--- config.mk ---
export PLATFORM = sky130hd
export DESIGN_NAME = leaf_arbiter
export DESIGN_NICKNAME = d
export VERILOG_FILES = /design/src/rtl/noc_pkg.sv /design/src/rtl/leaf_fifo.sv /design/src/rtl/leaf_arbiter.sv
export SDC_FILE = /design/constraint.sdc
export NUM_CORES = 1
export LEC_CHECK = 0
export ABC_CLOCK_PERIOD_IN_PS = 8500
export CAP_MARGIN = 20
export CORE_MARGIN = 10
export CORE_UTILIZATION = 40
export DETAILED_ROUTE_END_ITERATION = 10
export DONT_BUFFER_PORTS = 1
export PLACE_DENSITY = 0.61
export SLEW_MARGIN = 20
export SYNTH_ARGS = -nofsm -noshare
export SYNTH_HDL_FRONTEND = slang
export SYNTH_SLANG_ARGS = --single-unit
export TNS_END_PERCENT = 50
--- constraint.sdc ---
create_clock -name clk -period 8.5 [get_ports clk]
set_clock_uncertainty 0.2 [all_clocks]
set_input_delay 0 -clock clk [delete_from_list [all_inputs] [get_ports clk]]
set_output_delay 0 -clock clk [all_outputs]
set_load 0.02 [all_outputs]
--- src/rtl/noc_pkg.sv ---
// Shared NoC constants and header layout for the leaf group logic.
// Latency: n/a (declarations only).
// Backpressure: n/a.
package noc_pkg;

  localparam int DATA_W     = 16;
  localparam int HEADER_W   = 6;
  localparam int GROUP_MSB  = 15;
  localparam int GROUP_LSB  = 12;
  localparam int LEAF_MSB   = 11;
  localparam int LEAF_LSB   = 10;
  localparam int NUM_LEAVES = 4;

  // Routing header as it sits in the top bits of every flit.
  typedef struct packed {
    logic [GROUP_MSB-GROUP_LSB:0] group;
    logic [LEAF_MSB-LEAF_LSB:0]   leaf;
  } hdr_t;

endpackage

--- src/rtl/leaf_fifo.sv ---
// Small synchronous FIFO with occupancy output, one per ni uplink.
// Latency: a push at edge k is visible on head_dat after edge k.
// Backpressure: none internally; pushes into a full FIFO without a pop are ignored.
module leaf_fifo #(
  parameter int DATA_W    = 16,
  parameter int BUF_DEPTH = 2
) (
  input  logic                         clk,
  input  logic                         reset,
  input  logic                         push_vld,
  input  logic [DATA_W-1:0]            push_dat,
  input  logic                         pop,
  output logic [DATA_W-1:0]            head_dat,
  output logic [$clog2(BUF_DEPTH):0]   cnt
);

  localparam int PTR_W = $clog2(BUF_DEPTH);
  localparam int CNT_W = PTR_W + 1;

  logic [DATA_W-1:0] mem [BUF_DEPTH];
  logic [PTR_W-1:0]  wr_ptr;
  logic [PTR_W-1:0]  rd_ptr;
  logic              do_push;
  logic              do_pop;

  // A pop only happens when something is stored; a push always fits unless full with no pop.
  assign do_pop   = pop && (cnt != '0);
  assign do_push  = push_vld && ((cnt < CNT_W'(BUF_DEPTH)) || do_pop);
  assign head_dat = mem[rd_ptr];

  // Storage array; contents are don't-care until written, so no reset.
  always_ff @(posedge clk) begin
    if (do_push) mem[wr_ptr] <= push_dat;
  end

  // Pointers wrap naturally at the power-of-two depth; count tracks push minus pop.
  always_ff @(posedge clk or negedge reset) begin
    if (!reset) begin
      wr_ptr <= '0;
      rd_ptr <= '0;
      cnt    <= '0;
    end else begin
      if (do_push) wr_ptr <= wr_ptr + 1'b1;
      if (do_pop)  rd_ptr <= rd_ptr + 1'b1;
      if (do_push && !do_pop)      cnt <= cnt + 1'b1;
      else if (do_pop && !do_push) cnt <= cnt - 1'b1;
    end
  end

endmodule

--- src/rtl/leaf_arbiter.sv ---
// Merges four ni uplinks onto one router link (round-robin) and steers downlink flits by leaf.
// Latency: uplink 1 cycle from buffer push to up_valid_out; downlink exactly 1 cycle.
// Backpressure: up_ready_in stalls the output register; ni_ready_out throttles each ni; downlink has none.
module leaf_arbiter #(
  parameter int         NUM_PORTS = 4,
  parameter int         DATA_W    = 16,
  parameter logic [3:0] GROUP_ID  = 4'd3,
  parameter int         BUF_DEPTH = 2
) (
  input  logic                          clk,
  input  logic                          reset,
  input  logic [NUM_PORTS*DATA_W-1:0]   ni_data_in,
  input  logic [NUM_PORTS-1:0]          ni_valid_in,
  output logic [NUM_PORTS-1:0]          ni_ready_out,
  output logic [DATA_W-1:0]             up_data_out,
  output logic                          up_valid_out,
  input  logic                          up_ready_in,
  input  logic [DATA_W-1:0]             down_data_in,
  input  logic                          down_valid_in,
  output logic [NUM_PORTS*DATA_W-1:0]   ni_data_out,
  output logic [NUM_PORTS-1:0]          ni_valid_out,
  output logic [7:0]                    drop_count
);

  import noc_pkg::*;

  localparam int CNT_W  = $clog2(BUF_DEPTH) + 1;
  localparam int PORT_W = $clog2(NUM_PORTS);

  logic [CNT_W-1:0]  cnt  [NUM_PORTS];
  logic [DATA_W-1:0] head [NUM_PORTS];
  logic [NUM_PORTS-1:0] nonempty;
  logic [NUM_PORTS-1:0] pop;
  logic [PORT_W-1:0]    rr_ptr;
  logic [PORT_W-1:0]    grant;
  logic [PORT_W-1:0]    scan_idx;
  logic                 grant_found;
  logic                 load_ok;
  hdr_t                 dn_hdr;
  logic                 group_hit;

  // Per-port uplink buffers; ready looks ahead by the pulse already on the wire.
  for (genvar i = 0; i < NUM_PORTS; i++) begin : g_port
    leaf_fifo #(
      .DATA_W   (DATA_W),
      .BUF_DEPTH(BUF_DEPTH)
    ) u_fifo (
      .clk      (clk),
      .reset    (reset),
      .push_vld (ni_valid_in[i]),
      .push_dat (ni_data_in[i*DATA_W +: DATA_W]),
      .pop      (pop[i]),
      .head_dat (head[i]),
      .cnt      (cnt[i])
    );

    assign nonempty[i]     = (cnt[i] != '0);
    assign ni_ready_out[i] = ({1'b0, cnt[i]} + {{CNT_W{1'b0}}, ni_valid_in[i]})
                             < (CNT_W+1)'(BUF_DEPTH);
  end

  assign load_ok = !up_valid_out || up_ready_in;

  // Round-robin scan from rr_ptr; walking backwards lets the nearest candidate win.
  always_comb begin
    grant_found = 1'b0;
    grant       = '0;
    scan_idx    = '0;
    for (int k = NUM_PORTS - 1; k >= 0; k--) begin
      scan_idx = rr_ptr + PORT_W'(k);
      if (nonempty[scan_idx]) begin
        grant_found = 1'b1;
        grant       = scan_idx;
      end
    end
  end

  // Pop the granted head only when the output register can take it.
  always_comb begin
    pop = '0;
    if (load_ok && grant_found) pop[grant] = 1'b1;
  end

  // Output register and pointer update; data stays put while the router stalls.
  always_ff @(posedge clk or negedge reset) begin
    if (!reset) begin
      up_data_out  <= '0;
      up_valid_out <= 1'b0;
      rr_ptr       <= '0;
    end else if (load_ok) begin
      if (grant_found) begin
        up_data_out  <= head[grant];
        up_valid_out <= 1'b1;
        rr_ptr       <= grant + 1'b1;
      end else begin
        up_valid_out <= 1'b0;
      end
    end
  end

  assign dn_hdr    = hdr_t'(down_data_in[GROUP_MSB:LEAF_LSB]);
  assign group_hit = (dn_hdr.group == GROUP_ID);

  // Downlink steering: one-cycle pulse to the addressed leaf, flit passed untouched.
  always_ff @(posedge clk or negedge reset) begin
    if (!reset) begin
      ni_valid_out <= '0;
      ni_data_out  <= '0;
    end else begin
      ni_valid_out <= '0;
      if (down_valid_in && group_hit) begin
        ni_valid_out[dn_hdr.leaf]                        <= 1'b1;
        ni_data_out[int'(dn_hdr.leaf)*DATA_W +: DATA_W]  <= down_data_in;
      end
    end
  end

  // Misrouted downlink flits are discarded and counted, saturating at 255.
  always_ff @(posedge clk or negedge reset) begin
    if (!reset) begin
      drop_count <= '0;
    end else if (down_valid_in && !group_hit && (drop_count != 8'hFF)) begin
      drop_count <= drop_count + 8'd1;
    end
  end

endmodule

==> results.ini, run 1 <==
[critical_path]
cp.required_ns = 8.44
critPathBufInv = 0
r2r_cells = 5
slowest_stage = and3b_1
crit_fanout = 23
path_depth = 5
arrival_ns = 3.65
crit_path_end_kind = flop
path_cells = or4_4, o2111ai_4, nand2_2, o31a_1, and3b_1
path_delay_family = simple AND/OR/NAND/NOR gates
slowest_delay_ns = 0.76
cp-start-kind = flop
path_class = flop to flop

[sta]
fin_setup_tns_ns = 0
worst_pin_slew_ns = 0.972
rsz0062_at_grt = no
setup_violations = 0
slew_headroom = 0.352
timing.fmax_ghz = 0.270
fin_crit_sh = 0.436
whs_ns = -0.00255
hold_viol = 4
period_minus_slack_ns = 3.71
slew_viol_final = 0

[route]
drtIter0Drc = 403
firstDrtPassIters = 4
routed_wl_mm = 25.3
dr_total_vias = 6298
ant_nets = 0
drc_errors = 0
vias_per_cell = 5.19
wl_per_cell_um = 20.9

[clock_network]
cts-buffers-inserted = 26
cts_tree = yes
insertion_delay_ns = 0.52
h-tree-depth = 1
cts_root_buf = clkbuf_16
clkTransAtPathRegs_ns = 0.06
cts_buffer_depth = 3
cts.sinks = 238

[logic_synthesis]
synthFlopType = edfxtp_1
syn_nets = 814
ys_seq_area_frac = 0.669
ys_ff_latch = 238
netlist_instances = 713
synth_area_per_cell_sq_um = 13.8
netlist_area_sq_um = 9860
synth_edf_count = 128
async_reset_ff_frac = 0.462
ys_types = 53
synth_warnings = 0

[global_routing]
grt_antenna_before_repair = 1
grt_max_degree = 111
grt_overflow = 0
grt_pass1_wl_mm = 39.1
grt_pass1_vias = 6753
grt_use_total = 0.159

[pwr]
ir_worst_vdd_uv = 146
p_per_area_nw_per_um2 = 319
leakage_nw = 4.94

[floorplanning]
ios = 185
start_util = 0.406
die_area_sq_um = 31300
fp-row-count = 57
core-area_sq_um = 24200
die_h_um = 177
die_x_um = 177

[cells_and_area]
areaGrowthSynthToFinish_pct = 27.2
nets = 970
drive_gt1_frac = 0.0946
layout.cells.non_filler = 1213

[place]
gp_congestion = 0.807
place_hpwl_mm = 17.3
placed_cells = 1006
portBuffers = 0

[run_status]
violations = negative hold slack
status = finished, violations left

[flow_run]
maxCapViolCount = 0

[hold_path]
min_path_type = primary input to flop
holdPathStages = 1

worst register-to-register path: stages, from the launching register on:
cell,delay (ns)
dfrtp_1,0.46
or4_4,0.61
o2111ai_4,0.27
nand2_2,0.56
o31a_1,0.49
and3b_1,0.76
path summary, 6_finish.rpt:
path                            slack (ns)               startpoint                          to
worst max-delay path                  4.79  g_port[3].u_fifo.cnt[1]  g_port[0].u_fifo.mem[1][1]
worst min-delay path                -0.003           ni_valid_in[0]  g_port[0].u_fifo.mem[1][8]
worst max register to register        4.79  g_port[3].u_fifo.cnt[1]  g_port[0].u_fifo.mem[1][1]
worst min register to register        0.38  g_port[0].u_fifo.wr_ptr     g_port[0].u_fifo.wr_ptr
max in group asynchronous             7.15                    reset             up_data_out[13]
min in group asynchronous             0.53                    reset             ni_valid_out[1]
report_power, final:
| group | switching, mW | internal [mW] |
|---|---|---|
| Clock | 0.431 | 0.589 |
| Sequential | 0.325 | 1.49 |
| Combinational | 0.646 | 0.519 |
layout make-up:
type | instances | area (sq um)
Fill cell | 2045 | 11700
Clock buffer | 38 | 727
Sequential cell | 238 | 6600
Inverter | 8 | 30.0
Multi-Input combinational cell | 425 | 3030
Antenna cell | 1 | 2.50
Timing Repair Buffer | 170 | 1710
Clock inverter | 9 | 45.0
Tap cell | 324 | 405
flip-flops by register name (all words and copies together) (netlist names):
register,count
drop_count,8
g_port.u_fifo.rd_ptr,4
ni_valid_out,4
ni_data_out,63
up_data_out,16
g_port.u_fifo.mem,128
g_port.u_fifo.cnt,8
up_valid_out,1
g_port.u_fifo.wr_ptr,4
rr_ptr,2
Yosys cell counts (all sizes together) (2+ instances only):
cell type	instances	share of area
a21oi	8	0.0041
a221o	16	0.016
and2	15	0.0095
and3b	2	0.0018
buf	16	0.012
clkbuf	26	0.0099
dfrtp	110	0.28
edfxtp	128	0.39
ha	13	0.017
inv	8	0.0030
mux2	20	0.023
mux2i	64	0.065
nand2	107	0.041
nand2b	4	0.0025
nand3	22	0.012
nand4	4	0.0025
nor2	18	0.0071
nor2b	3	0.0019
nor3	7	0.0041
nor3b	4	0.0041
o2111a	16	0.018
o2111ai	2	0.0053
o211ai	2	0.0015
o21ai	49	0.025
o21bai	2	0.0019
o311ai	6	0.0069
o31a	4	0.0036
or2	2	0.0013
xnor2	13	0.012
xor2	11	0.0098
timing repair:
action	in CTS	in global routing
endpoints found under the hold margin	430	1
resized for setup	0	0
endpoints found under the setup margin	0	0
hold buffers	157	1
buffers inserted	0	0
placed cells by master, fill, tap and decap left out, types with 2 or more instances in the layout:
cell,n
nand3_1,20
nor3_2,3
dfrtp_1,110
a221o_1,16
edfxtp_1,128
nand4_1,4
a21oi_1,8
clkinv_1,5
clkinv_2,2
o31a_1,4
mux2i_1,64
xnor2_1,13
clkbuf_16,27
nor3_1,4
buf_4,12
and2_1,15
nor2_1,17
clkbuf_1,10
mux2_2,20
nand2b_1,4
o2111a_1,16
ha_1,13
o211ai_1,2
xor2_1,11
nor2b_1,3
buf_16,2
nand3_2,2
o2111ai_4,2
dlygate4sd3_1,156
nor3b_2,2
o21ai_0,49
nor3b_1,2
inv_1,8
o311ai_0,4
and3b_1,2
nand2_1,106
o311ai_2,2
kinds of logic after synthesis:
kind of cell / count (synthesis) / synth area share
flops: 238 / 0.669
simple gates: 194 / 0.0932
compound gates: 110 / 0.0872
mux: 84 / 0.0879
buf+inv: 50 / 0.0246
xor+xnor: 24 / 0.0213
fa+ha+maj: 13 / 0.0165
routing by layer:
metal / global-route usage / wire [um]
met1: 0.171 / 9240
met2: 0.283 / 13100
met3: 0.0646 / 2540
met4: 0.0396 / 454
met5: 0 / 0
metrics by stage:
step | area, sq um | hold slack, ns | utilization | setup WS [ns] | total power [mW]
detailed placement | 10100 | -0.492 | 0.418 | 4.76 | 2.93
global route | 12500 | 0.00546 | 0.517 | 4.61 | 4.22
finish | 12500 | -0.00255 | 0.517 | 4.79 | 4.01
global placement | 10100 | -0.491 | 0.418 | 4.93 | 2.88
CTS | 12500 | 0.00200 | 0.516 | 4.75 | 4.04
floorplan | 9860 | -0.496 | - | 5.13 | 2.66
No activity file was read; power rests on OpenSTA's default activity.
==> run 2: changes to the inputs <==
--- a/config.mk
+++ b/config.mk
@@ -5,7 +5,8 @@
 export SDC_FILE = /design/constraint.sdc
 export NUM_CORES = 1
 export LEC_CHECK = 0
-export ABC_CLOCK_PERIOD_IN_PS = 8500
+export ABC_AREA = 1
+export ABC_CLOCK_PERIOD_IN_PS = 3500
 export CAP_MARGIN = 20
 export CORE_MARGIN = 10
 export CORE_UTILIZATION = 40
==> constraint.sdc (replaced) <==
create_clock -name clk -period 3.5 [get_ports clk]
set_clock_uncertainty 0.2 [all_clocks]
set_input_delay 0 -clock clk [delete_from_list [all_inputs] [get_ports clk]]
set_output_delay 0 -clock clk [all_outputs]
set_load 0.02 [all_outputs]
==> results.ini, run 2 <==
[run_status]
status = finished, violations left
violations = negative hold slack

[critical_path]
r2r_cells = 17  ; +12
endpoint = g_port[3].u_fifo.cnt[1]
cp.required_ns = 3.70  ; -4.74 ns
reg2reg_to = g_port[3].u_fifo.cnt[1]
crit_path_end_kind = flop
arrival_ns = 3.14  ; -0.51 ns
path_cells = inv_2, nand2_1, nand2_1, nand3_1, nand2_1, inv_1, nand2_1, nand2_1, inv_2, nand4_1, nand2_1, nand2_1, inv_1, ha_1, a21oi_1, o21ai_0, xnor2_1
cp_common_cell = nand2_1
crit_fanout = 11  ; -52%
slowest_stage = dfrtp_1
timing.rr.start = rr_ptr[0]
ff2ff_setup_slack_ns = 0.56  ; -4.23 ns
slowest_delay_ns = 0.44  ; -0.32 ns
cp-start-kind = flop
path_class = flop to flop
crit_path_start = rr_ptr[0]

[clock_network]
ctsResizeCount = 0  ; unchanged
cts_tree = yes
cts-buffers-inserted = 25  ; -3.8%
insertion_delay_ns = 0.53  ; about the same
clkTransAtPathRegs_ns = 0.06  ; about the same
cts_buffer_depth = 3  ; unchanged
h-tree-depth = 1  ; unchanged
cts.sinks = 238  ; unchanged
cts_root_buf = clkbuf_16

[floorplanning]
fp-row-count = 58  ; +1.8%
core-area_sq_um = 25000  ; +3.3%
start_util = 0.404  ; -0.00235
ios = 185  ; unchanged
die_x_um = 179  ; +1.2%
die_area_sq_um = 32100  ; +2.3%
die_h_um = 179  ; +1.2%

[route]
firstDrtPassIters = 5  ; +1
wl_per_cell_um = 18.9  ; -9.3%
ant_nets = 0  ; unchanged
drtIter0Drc = 490  ; +22%
routed_wl_mm = 26.5  ; +4.9%
drc_errors = 0  ; unchanged
dr_total_vias = 6966  ; +11%
vias_per_cell = 4.97  ; -4.3%

[logic_synthesis]
netlist_area_sq_um = 10100  ; +2.7%
ys_ff_latch = 238  ; unchanged
ys_types = 34  ; -36%
synth_edf_count = 128  ; unchanged
synth_area_per_cell_sq_um = 11.4  ; -18%
netlist_instances = 889  ; +25%
synthFlopType = edfxtp_1
synth_warnings = 0  ; unchanged
synth_commonest_cells = 212 x nand2_1, 128 x edfxtp_1, 110 x dfrtp_1
async_reset_ff_frac = 0.462  ; unchanged
synth_area_leaders = edfxtp_1 38%, dfrtp_1 27%, nand2_1 7.9%
syn_nets = 990  ; +22%
ys_seq_area_frac = 0.652  ; -0.0173
yosysTopAreaCell = edfxtp_1
synth.top_cell.area_share = 0.380  ; -0.0101
synth_most_common_cell = nand2_1

[sta]
period_minus_slack_ns = 2.94  ; -0.771 ns
worst_pin_slew_ns = 0.917  ; -0.0545 ns
rsz0062_at_grt = no
whs_ns = -0.0112  ; -0.00866 ns
fin_setup_tns_ns = 0  ; unchanged
fin_crit_sh = 0.839  ; +0.403
hold_viol = 2  ; -2
slew_headroom = 0.388  ; +0.0363
setup_violations = 0  ; unchanged
timing.fmax_ghz = 0.341  ; +26%
slew_viol_final = 0  ; unchanged

[pwr]
finalPower_mw = 10.5  ; +160%
p_per_area_nw_per_um2 = 814  ; +150%
leakage_nw = 5.44  ; +10%
ir_worst_vdd_uv = 483  ; +230%

[global_routing]
grt_max_degree = 111  ; unchanged
grt_pass1_vias = 7356  ; +8.9%
grt_use_total = 0.166  ; +0.00691
grt_antenna_before_repair = 0  ; -1
grt_pass1_wl_mm = 41.6  ; +6.5%
grt_overflow = 0  ; unchanged

[cells_and_area]
nets = 1154  ; +19%
regMostFlops = g_port.u_fifo.mem
layout.cells.most_common = nand2_1
stdcell_area_sq_um = 12900  ; +2.7%
antenna_cells = 0  ; -1
mostFrequentLayoutCells = 212 x nand2_1, 163 x dlygate4sd3_1, 128 x edfxtp_1, 110 x dfrtp_1, 85 x nand3_1
largestRegisters = g_port.u_fifo.mem x128, ni_data_out x63, up_data_out x16
layout.cells.non_filler = 1402  ; +16%
areaGrowthSynthToFinish_pct = 27.3  ; about the same
largest_reg_flops = 128  ; unchanged
drive_gt1_frac = 0.0989  ; +0.00429

[place]
place_hpwl_mm = 18.2  ; +5.2%
portBuffers = 0  ; unchanged
dpl-instance-area_sq_um = 10400  ; +2.7%
placed_cells = 1191  ; +18%
gp_congestion = 0.816  ; +1.1%

[flow_run]
maxCapViolCount = 0  ; unchanged

[hold_path]
min_path_type = primary input to output pin

-- run 2: power breakdown --
| part | internal (mW) | switching (mW) | total, mW | leakage [nW] |
|---|---|---|---|---|
| combinational | 1.34 | 2.11 | 3.45 | 2.46 |
| sequential | 3.68 | 0.755 | 4.43 | 2.58 |
| clock | 1.53 | 1.06 | 2.59 | 0.395 |
| total | 6.55 | 3.93 | 10.5 | 5.44 |
-- run 2: metal layers --
| layer | up-vias | part of all wire | track usage | wire length, um |
|---|---|---|---|---|
| li1 | 3340 | - | - | - |
| met1 | 3379 | 0.39 | 0.197 | 10300 |
| met2 | 208 | 0.50 | 0.282 | 13100 |
| met3 | 39 | 0.097 | 0.0569 | 2590 |
| met4 | 0 | 0.018 | 0.0413 | 486 |
| met5 | - | 0 | 0 | 0 |
-- run 2: cell families after synthesis --
kind of cell	count (synthesis)	share of synthesized area
buffers and inverters	102	0.0439
AOI/OAI and AO/OA	74	0.0371
muxes	65	0.0684
adders and majority gates	13	0.0161
xor gates and xnor gates	19	0.0164
DFF	238	0.652
and+or+nand+nor	378	0.166
-- run 2: final cells by class --
cell class / count / area, sq um
clock buffers: 36 / 697
fillers: 2158 / 12200
repair buffers: 178 / 1760
flip-flops and latches: 238 / 6600
well taps: 330 / 413
multi-input cells: 549 / 3080
clock inverters: 10 / 101
inverters: 61 / 229
-- run 2: worst max-delay path: cells and delay by family (launching register included) --
| family | cells | cell delay [ns] |
|---|---|---|
| AOI/OAI and AO/OA | 2 | 0.23 |
| xor gates and xnor gates | 1 | 0.14 |
| adders and majority gates | 1 | 0.24 |
| buffers and inverters | 4 | 0.47 |
| DFF | 1 | 0.44 |
| and+or+nand+nor | 9 | 1.09 |
-- run 2: timing repair --
item	4_1_cts	5_1_grt
buffers inserted	0	0
hold buffers	163	2
endpoints found under the hold margin	459	25
-- run 2: through the flow --
step,hold WS (ns),worst slack (ns),utilization
5_1_grt,0.00696,0.193,0.514
6_report,-0.0112,0.564,0.514
4_1_cts,0.00407,0.318,0.514
3_5_place_dp,-0.492,0.583,0.416
2_1_floorplan,-0.496,0.737,-
3_3_place_gp,-0.491,0.665,0.416
-- run 2: worst min-delay path by stage --
stage / startpoint / to / slack (ns) / depth (start not counted)
2_1_floorplan: reset / drop_count[0] / -0.50 / 0
3_3_place_gp: reset / ni_data_out[56] / -0.49 / 0
3_5_place_dp: reset / ni_data_out[56] / -0.49 / 0
4_1_cts: up_ready_in / up_valid_out / 0.004 / 2
5_1_grt: ni_valid_in[1] / ni_ready_out[1] / 0.007 / 1
6_report: ni_valid_in[1] / ni_ready_out[1] / -0.01 / 1
